$ cat config.mk
export PLATFORM = sky130hd
export DESIGN_NAME = cpsr_flag_register_flat
export DESIGN_NICKNAME = d
export VERILOG_FILES = /design/src/rtl/cpsr_flag_register_if.sv /design/src/rtl/cpsr_flag_register.sv /design/src/flat_wrapper.sv
export SDC_FILE = /design/constraint.sdc
export NUM_CORES = 1
export LEC_CHECK = 0
export CORE_MARGIN = 5
export CORE_UTILIZATION = 60
export DETAILED_ROUTE_END_ITERATION = 12
export DONT_BUFFER_PORTS = 1
export HOLD_SLACK_MARGIN = 0.05
export MAX_ROUTING_LAYER = met4
export PLACE_DENSITY_LB_ADDON = 0.3
export SYNTH_ARGS = -nofsm -noshare
export SYNTH_HDL_FRONTEND = slang
export SYNTH_SLANG_ARGS = --single-unit
$ cat constraint.sdc
create_clock -name clk -period 2.3 [get_ports clk]
set_input_delay 0.23 -clock clk [delete_from_list [all_inputs] [get_ports clk]]
set_output_delay 0.23 -clock clk [all_outputs]
set_load 0.05 [all_outputs]
$ cat src/rtl/cpsr_flag_register_if.sv
// Bus for the status-flag register: upstream flag handshake, condition query and save-stack control.
// The sticky-Q signals exist only when CPSR_STICKY_Q_EN is defined.
interface cpsr_flag_register_if;
   logic       negative;
   logic       zero;
   logic       cout;
   logic       overflow;
   logic       flags_valid;
   logic       flags_ready;
   logic [3:0] update_mask;
   logic [3:0] cond;
   logic       cond_pass;
   logic       push;
   logic       pop;
   logic [3:0] flags_q;
   logic       stack_full;
   logic       stack_empty;
   logic       stack_err;
   logic       err_clr;
`ifdef CPSR_STICKY_Q_EN
   logic       sticky_q;
   logic       q_clr;
`endif

   modport master (
      output negative, zero, cout, overflow, flags_valid, update_mask, cond, push, pop, err_clr,
`ifdef CPSR_STICKY_Q_EN
      output q_clr,
      input  sticky_q,
`endif
      input  flags_ready, cond_pass, flags_q, stack_full, stack_empty, stack_err
   );

   modport slave (
      input  negative, zero, cout, overflow, flags_valid, update_mask, cond, push, pop, err_clr,
`ifdef CPSR_STICKY_Q_EN
      input  q_clr,
      output sticky_q,
`endif
      output flags_ready, cond_pass, flags_q, stack_full, stack_empty, stack_err
   );
endinterface

$ cat src/rtl/cpsr_flag_register.sv
// NZCV status register with masked capture, condition-code evaluation and a save/restore stack.
// Define CPSR_STICKY_Q_EN to add a sticky overflow bit (sticky_q/q_clr) carried through the stack.
module cpsr_flag_register #(
   parameter int unsigned DEPTH = 4,
   parameter int unsigned PTR_W = 3
) (
   input logic                 clk,
   input logic                 reset_n,
   cpsr_flag_register_if.slave bus
);

   localparam int unsigned IDX_W = (DEPTH > 1) ? $clog2(DEPTH) : 1;
`ifdef CPSR_STICKY_Q_EN
   localparam int unsigned ENTRY_W = 5;
`else
   localparam int unsigned ENTRY_W = 4;
`endif

   typedef enum logic [1:0] {StReset, StRun, StErr} state_e;

   state_e             state_q;
   logic               run_q;
   logic               err_q;
   logic [3:0]         nzcv_q, nzcv_d;
   logic [PTR_W-1:0]   ptr_q, ptr_d;
   logic [ENTRY_W-1:0] stack_q [DEPTH];
   logic [ENTRY_W-1:0] cur_entry;
   logic [ENTRY_W-1:0] top_entry;
   logic [IDX_W-1:0]   wr_idx;
   logic [IDX_W-1:0]   top_idx;
   logic [3:0]         flags_in;
   logic               ready;
   logic               xfer;
   logic               full;
   logic               empty;
   logic               push_req;
   logic               pop_req;
   logic               push_ok;
   logic               pop_ok;
   logic               err_set;
   logic               pass;

   assign flags_in = {bus.negative, bus.zero, bus.cout, bus.overflow};
   assign full     = (ptr_q == PTR_W'(DEPTH));
   assign empty    = (ptr_q == '0);

   // Pop owns the flag write port for its cycle, so upstream is stalled.
   assign ready = run_q & ~bus.pop;
   assign xfer  = bus.flags_valid & ready;

   // Simultaneous push and pop is illegal and performs neither.
   assign push_req = bus.push & ~bus.pop;
   assign pop_req  = bus.pop & ~bus.push;
   assign push_ok  = push_req & ~full;
   assign pop_ok   = pop_req & ~empty;
   assign err_set  = (bus.push & bus.pop) | (push_req & full) | (pop_req & empty);

   assign wr_idx    = IDX_W'(ptr_q);
   assign top_idx   = IDX_W'(ptr_q - 1'b1);
   assign top_entry = stack_q[top_idx];

   always_comb begin
      nzcv_d = nzcv_q;
      if (pop_ok) begin
         nzcv_d = top_entry[3:0];
      end else if (xfer) begin
         nzcv_d = (nzcv_q & ~bus.update_mask) | (flags_in & bus.update_mask);
      end
   end

   always_comb begin
      ptr_d = ptr_q;
      if (push_ok) begin
         ptr_d = ptr_q + 1'b1;
      end else if (pop_ok) begin
         ptr_d = ptr_q - 1'b1;
      end
   end

`ifdef CPSR_STICKY_Q_EN
   logic sticky_q, sticky_d;
   logic sticky_set;

   assign sticky_set = xfer & bus.overflow & bus.update_mask[0];
   assign cur_entry  = {sticky_q, nzcv_q};

   always_comb begin
      sticky_d = sticky_q;
      if (pop_ok) begin
         sticky_d = top_entry[4];
      end else if (sticky_set) begin
         sticky_d = 1'b1;
      end else if (bus.q_clr) begin
         sticky_d = 1'b0;
      end
   end

   always_ff @(posedge clk or negedge reset_n) begin
      if (!reset_n) begin
         sticky_q <= 1'b0;
      end else begin
         sticky_q <= sticky_d;
      end
   end

   assign bus.sticky_q = sticky_q;
`else
   assign cur_entry = nzcv_q;
`endif

   always_ff @(posedge clk or negedge reset_n) begin
      if (!reset_n) begin
         nzcv_q <= 4'b0000;
         ptr_q  <= '0;
      end else begin
         nzcv_q <= nzcv_d;
         ptr_q  <= ptr_d;
      end
   end

   // Stack contents carry no reset; occupancy alone defines validity.
   always_ff @(posedge clk) begin
      if (push_ok) begin
         stack_q[wr_idx] <= cur_entry;
      end
   end

   // Control FSM; run_q doubles as the reset synchroniser for flags_ready.
   always_ff @(posedge clk or negedge reset_n) begin
      if (!reset_n) begin
         state_q <= StReset;
         run_q   <= 1'b0;
         err_q   <= 1'b0;
      end else begin
         run_q <= 1'b1;
         if (err_set) begin
            state_q <= StErr;
            err_q   <= 1'b1;
         end else begin
            case (state_q)
               StReset: state_q <= StRun;
               StErr: begin
                  if (bus.err_clr) begin
                     state_q <= StRun;
                     err_q   <= 1'b0;
                  end
               end
               default: state_q <= state_q;
            endcase
         end
      end
   end

   always_comb begin
      pass = 1'b0;
      unique case (bus.cond)
         4'h0: pass = nzcv_q[2];
         4'h1: pass = ~nzcv_q[2];
         4'h2: pass = nzcv_q[1];
         4'h3: pass = ~nzcv_q[1];
         4'h4: pass = nzcv_q[3];
         4'h5: pass = ~nzcv_q[3];
         4'h6: pass = nzcv_q[0];
         4'h7: pass = ~nzcv_q[0];
         4'h8: pass = nzcv_q[1] & ~nzcv_q[2];
         4'h9: pass = ~nzcv_q[1] | nzcv_q[2];
         4'hA: pass = (nzcv_q[3] == nzcv_q[0]);
         4'hB: pass = (nzcv_q[3] != nzcv_q[0]);
         4'hC: pass = ~nzcv_q[2] & (nzcv_q[3] == nzcv_q[0]);
         4'hD: pass = nzcv_q[2] | (nzcv_q[3] != nzcv_q[0]);
         4'hE: pass = 1'b1;
         4'hF: pass = 1'b0;
      endcase
   end

   assign bus.flags_ready = ready;
   assign bus.cond_pass   = pass;
   assign bus.flags_q     = nzcv_q;
   assign bus.stack_full  = full;
   assign bus.stack_empty = empty;
   assign bus.stack_err   = err_q;

   a_ptr_bound: assert property (@(posedge clk) disable iff (!reset_n) ptr_q <= PTR_W'(DEPTH));
   a_no_xfer_on_pop: assert property (@(posedge clk) disable iff (!reset_n) bus.pop |-> !xfer);
   a_err_matches_state: assert property (@(posedge clk) disable iff (!reset_n)
                                         err_q == (state_q == StErr));

endmodule

$ cat src/flat_wrapper.sv
// flat-port wrapper written by rule: the top's interface ports become plain ports
module cpsr_flag_register_flat 
#(
   parameter int unsigned DEPTH = 4,
   parameter int unsigned PTR_W = 3
)
  (clk, reset_n, bus_negative, bus_zero, bus_cout, bus_overflow, bus_flags_valid, bus_update_mask, bus_cond, bus_push, bus_pop, bus_err_clr, bus_flags_ready, bus_cond_pass, bus_flags_q, bus_stack_full, bus_stack_empty, bus_stack_err);
  cpsr_flag_register_if bus_i ();
  input logic clk;
  input logic reset_n;
  input wire logic [$bits(bus_i.negative)-1:0] bus_negative;
  input wire logic [$bits(bus_i.zero)-1:0] bus_zero;
  input wire logic [$bits(bus_i.cout)-1:0] bus_cout;
  input wire logic [$bits(bus_i.overflow)-1:0] bus_overflow;
  input wire logic [$bits(bus_i.flags_valid)-1:0] bus_flags_valid;
  input wire logic [$bits(bus_i.update_mask)-1:0] bus_update_mask;
  input wire logic [$bits(bus_i.cond)-1:0] bus_cond;
  input wire logic [$bits(bus_i.push)-1:0] bus_push;
  input wire logic [$bits(bus_i.pop)-1:0] bus_pop;
  input wire logic [$bits(bus_i.err_clr)-1:0] bus_err_clr;
  output wire logic [$bits(bus_i.flags_ready)-1:0] bus_flags_ready;
  output wire logic [$bits(bus_i.cond_pass)-1:0] bus_cond_pass;
  output wire logic [$bits(bus_i.flags_q)-1:0] bus_flags_q;
  output wire logic [$bits(bus_i.stack_full)-1:0] bus_stack_full;
  output wire logic [$bits(bus_i.stack_empty)-1:0] bus_stack_empty;
  output wire logic [$bits(bus_i.stack_err)-1:0] bus_stack_err;
  assign bus_i.negative = bus_negative;
  assign bus_i.zero = bus_zero;
  assign bus_i.cout = bus_cout;
  assign bus_i.overflow = bus_overflow;
  assign bus_i.flags_valid = bus_flags_valid;
  assign bus_i.update_mask = bus_update_mask;
  assign bus_i.cond = bus_cond;
  assign bus_i.push = bus_push;
  assign bus_i.pop = bus_pop;
  assign bus_i.err_clr = bus_err_clr;
  assign bus_flags_ready = bus_i.flags_ready;
  assign bus_cond_pass = bus_i.cond_pass;
  assign bus_flags_q = bus_i.flags_q;
  assign bus_stack_full = bus_i.stack_full;
  assign bus_stack_empty = bus_i.stack_empty;
  assign bus_stack_err = bus_i.stack_err;
  cpsr_flag_register #(.DEPTH(DEPTH), .PTR_W(PTR_W)) u_core (.clk(clk), .reset_n(reset_n), .bus(bus_i));
endmodule
After elaboration in Yosys (flattened, before gate mapping):

Memory sizes are Yosys's and may differ from the RTL's.
Index checks and enable logic that the tools add are counted.

* output and inout bits: 9
* register bits: 11
* input port bits: 18
* memories: 1
* word-level logic and storage cells: 78
* RAM bits: 16

Memory list
* u_core.stack_q: depth 4, bits a word 4, read ports 1, clocked after memory_dff 0, write ports 1, line cpsr_flag_register.sv:26 `logic [ENTRY_W-1:0] stack_q [DEPTH];`

* bitwise gates (word level): 27
* add/subtract/negate cells: 2
* mux-type cells: 13
* eq/ne operators: 20
* reduce and logical (&&, ||, !) cells: 10

Operator list (count)
* equality test 4 bit (second input constant): 8
* equality test 4 x 3 -> 1 bit (second input constant): 4
* one-hot mux 1 bit (16 select lines): 1
* bitwise AND 1 bit: 11
* bitwise AND 4 bit: 2
* equality test 4 x 2 -> 1 bit (second input constant): 2
* 2-to-1 mux 4 bit: 2
* inverter 1 bit: 8
* nonzero test 2 bit: 4
* 2-to-1 mux 3 bit: 2
* 2-to-1 mux 1 bit: 5
* equality test 4 x 1 -> 1 bit (second input constant): 1
* zero test 4 bit: 1
* 2-to-1 mux 2 bit: 2
* inverter 4 bit: 1
* OR 1 bit: 4
* OR 4 bit: 1
* one-hot mux 2 bit (2 select lines): 1
* AND reduction 2 bit: 2
* adder 3 x 1 -> 3 bit (second input constant): 1
* equality test 3 bit (second input constant): 1
* zero test 3 bit: 1
* != test 3 x 2 -> 1 bit (second input constant): 1
* nonzero test 3 bit: 1
* other kinds (5): 5

Depth between registers and ports, before layout:

* depth after elaboration: 7
* mapped depth: 8

Worst setup path before layout:

Ideal clock, no wire load.

* path kind: flip-flop to flip-flop
* start: register u_core.ptr_q[0]
* end: register u_core.ptr_q[1]
* slack: 380 ps
* stages on the path, launching flop included: 9
* library setup time: 124 ps
* clock period less this slack: 1920 ps
* required time: 2176 ps
* arrival: 1796 ps
* path through: dfrtp_1 -> buf_6 -> inv_1 -> ha_1 -> nor2b_2 -> nor3b_4 -> buf_6 -> mux2i_1 -> o21ai_1

* cells in the longest elaborated chain, start to end: 4
* elaborated cells on any way between the ends: 11
* classes of those cells: 2 x add/sub; 1 x eq/ne; 2 x mux; 4 x bitwise; 2 x reduce/logical

Ends and longest elaborated chain
* from (decl): line cpsr_flag_register.sv:25 `logic [PTR_W-1:0] ptr_q, ptr_d;`
* from (signal assigned): line cpsr_flag_register.sv:117 `ptr_q <= ptr_d;`
* zero test 3 bit: line cpsr_flag_register.sv:45 `assign empty = (ptr_q == '0);`
* via bus_stack_empty: line flat_wrapper.sv:25 `output wire logic [$bits(bus_i.stack_empty)-1:0] bus_stack_empty;`
* inverter 1 bit: line cpsr_flag_register.sv:55 `assign pop_ok = pop_req & ~empty;`
* bitwise AND 1 bit: line cpsr_flag_register.sv:55
* nonzero test 2 bit (no line)

The timed path passes the listed nets, and every way through them passes these cells. The select of a mux whose other input is x is not followed.
A chain may end at the register's enable or synchronous reset.

==> metrics.cfg <==
[sta]
period_needed_ps = 2020
fin_tns_setup_ps = 0
hold_viol_final = 0
slew_viol_final = 0
grt_setup_unrepaired = false
fin_crit_sh = 0.880
setup_slack_ps = 277
finalSetupViolCount = 0
max_slew_margin = 0.637
fmax_mhz = 494
tightest_slew_ps = 543
clock_skew_ps = 11.4

[power]
irDropWorstVdd_mv = 0.795
power_mw = 1.90
power.density_nw_per_um2 = 1270
p_leak_nw = 0.630

[yosys]
synth.top_cell.area_share = 0.346
seq_area_frac_synth = 0.544
netlist_instances = 105
syn_nets = 128
netlist_area_um2 = 1390
synthArstFlopShare = 0.407
synth_top_cell_by_area = edfxtp_1
ys_top_cells_by_count = edfxtp_1, nand2_1, dfrtp_1
yosysUniqueCellTypes = 34
synth_edf_count = 16
synth-seq-cells = 27
yosys_warnings = 0
ys.flop_type = edfxtp_1
synth.area.top_cells = edfxtp_1, dfrtp_1, mux4_2
synth_area_per_cell_um2 = 13.2
synth_most_common_cell = edfxtp_1

[cts]
clk_pin_slew_worst_paths_ps = 150
numCtsBuffers = 3
cts_setup_buffers = 0
clock-sinks = 27
cts_tree = done
cts.repair.resized = 0
insertion_delay_ps = 320
htreeDepth = 1
cts-root-buf = clkbuf_4
clk_path_buf_depth = 2
cts-hold-fix-buffers = 2

[finish]
nFillCells = 175
final_util = 0.678
synthToLayoutAreaGrowth_pct = 7.92
seqCellArea_um2 = 756
final_layout_size_suffix_gt1_frac = 0.172
diodes = 0
nets = 140
multi_input_area_um2 = 586

[global_route]
grt_pass1_vias = 881
antenna_found_initial = 0
grt_usage = 0.176
grt_max_degree = 15
grt_pass1_wl_mm = 4.32
grt_overflow_total = 0

[worst_setup_path]
crit_fanout = 8
worstReg2RegEnd = u_core.stack_q[3][1]
crit_type = reg2out
crit_arrival_ps = 1790
crit_required_ps = 2070
rrSetupSlack_ps = 490
reg2reg_from = u_core.ptr_q[1]
start_kind = register
worstRegToRegCells = 4
setup.worst_path.end_class = primary output

[floorplanning]
io_pins = 27
die_height_um = 58.1
die_w_um = 58.1
dieArea_um2 = 3380
rows = 17
start_util = 0.628
design.core.area_um2 = 2210

[worst_hold_path]
whs_endpoint = u_core.state_q[1]
hold_class = in2reg
hp-start = bus_err_clr
hold_depth = 2

[placed_design]
hpwl_mm = 2.00
dp_slack_ps = 541
gp_congestion = 0.778
io_buffers = 0

[outcome]
status = completed

[drt]
drtIter0Drc = 8
routed_via_density = 5.85
firstDrtPassIters = 4
drt-total-wl_mm = 2.60
ant_nets = 0
drc = 0
wl_per_cell_um = 18.0
routed-via-count = 843

[run]
maxCapViolations = 0

==> where the power goes <==
group	switching, mW	total (mW)	internal [mW]	leakage [nW]
combinational	0.540	0.893	0.353	0.340
clock	0.133	0.200	0.0676	0.0150
sequential	0.129	0.806	0.677	0.275
==> kinds of logic after synthesis <==
group | Yosys count | share of synthesized area
mux | 11 | 0.115
fa+ha+maj | 5 | 0.0450
other cells | 1 | 0.00270
compound gates | 17 | 0.0792
simple gates | 32 | 0.142
flops | 27 | 0.544
xor+xnor | 5 | 0.0369
buf+inv | 7 | 0.0351
==> layout by cell type, fill, tap and decap left out, types with 2 or more instances in the layout <==
master,Yosys,final
a21oi_1,3,3
and2_1,2,2
and3_1,4,4
buf_4,0,7
clkbuf_4,0,3
dfrtp_1,11,11
dlygate4sd3_1,0,3
edfxtp_1,16,16
ha_1,5,5
inv_1,4,4
mux2i_1,7,7
mux4_2,4,4
nand2_1,13,13
nand3b_1,2,2
nor2b_1,4,4
o21ai_1,5,5
xnor2_1,2,2
xor2_1,2,2
==> critical path: stages, from the launching register on <==
cell and delay, ps:
dfrtp_1 490, xnor2_1 220, nand3b_1 130, a31oi_1 190
o211a_1 450
==> routing by layer <==
layer / part of all wire / wire [um] / GRT usage
met5: 0 / 0 / -
met1: 0.45 / 1160 / 0.219
met4: 0.0065 / 17 / 0.0397
met3: 0.047 / 123 / 0.0401
met2: 0.50 / 1300 / 0.294
==> area by class of cell <==
class / count / area share
inverters: 4 / 0.0100
flip-flops and latches: 27 / 0.504
well taps: 28 / 0.0234
multi-input cells: 71 / 0.390
repair buffers: 10 / 0.0550
clock buffers: 4 / 0.0175
==> worst max path at each step <==
| stage | to |
|---|---|
| 4_1_cts | bus_cond_pass |
| 3_5_place_dp | u_core.stack_q[3][0] |
| 5_1_grt | bus_cond_pass |
| 3_3_place_gp | u_core.stack_q[3][0] |
| 6_report | bus_cond_pass |
| 2_1_floorplan | u_core.ptr_q[1] |
==> through the flow <==
stage,std cells,hold slack [ps],instance area (um2)
2_1_floorplan,105,-65.6,1390
3_3_place_gp,137,-65.3,1440
3_5_place_dp,137,-65.3,1440
4_1_cts,143,53.8,1490
5_1_grt,144,71.2,1500
6_report,144,97.8,1500
Power figures use the tool's default switching activity.
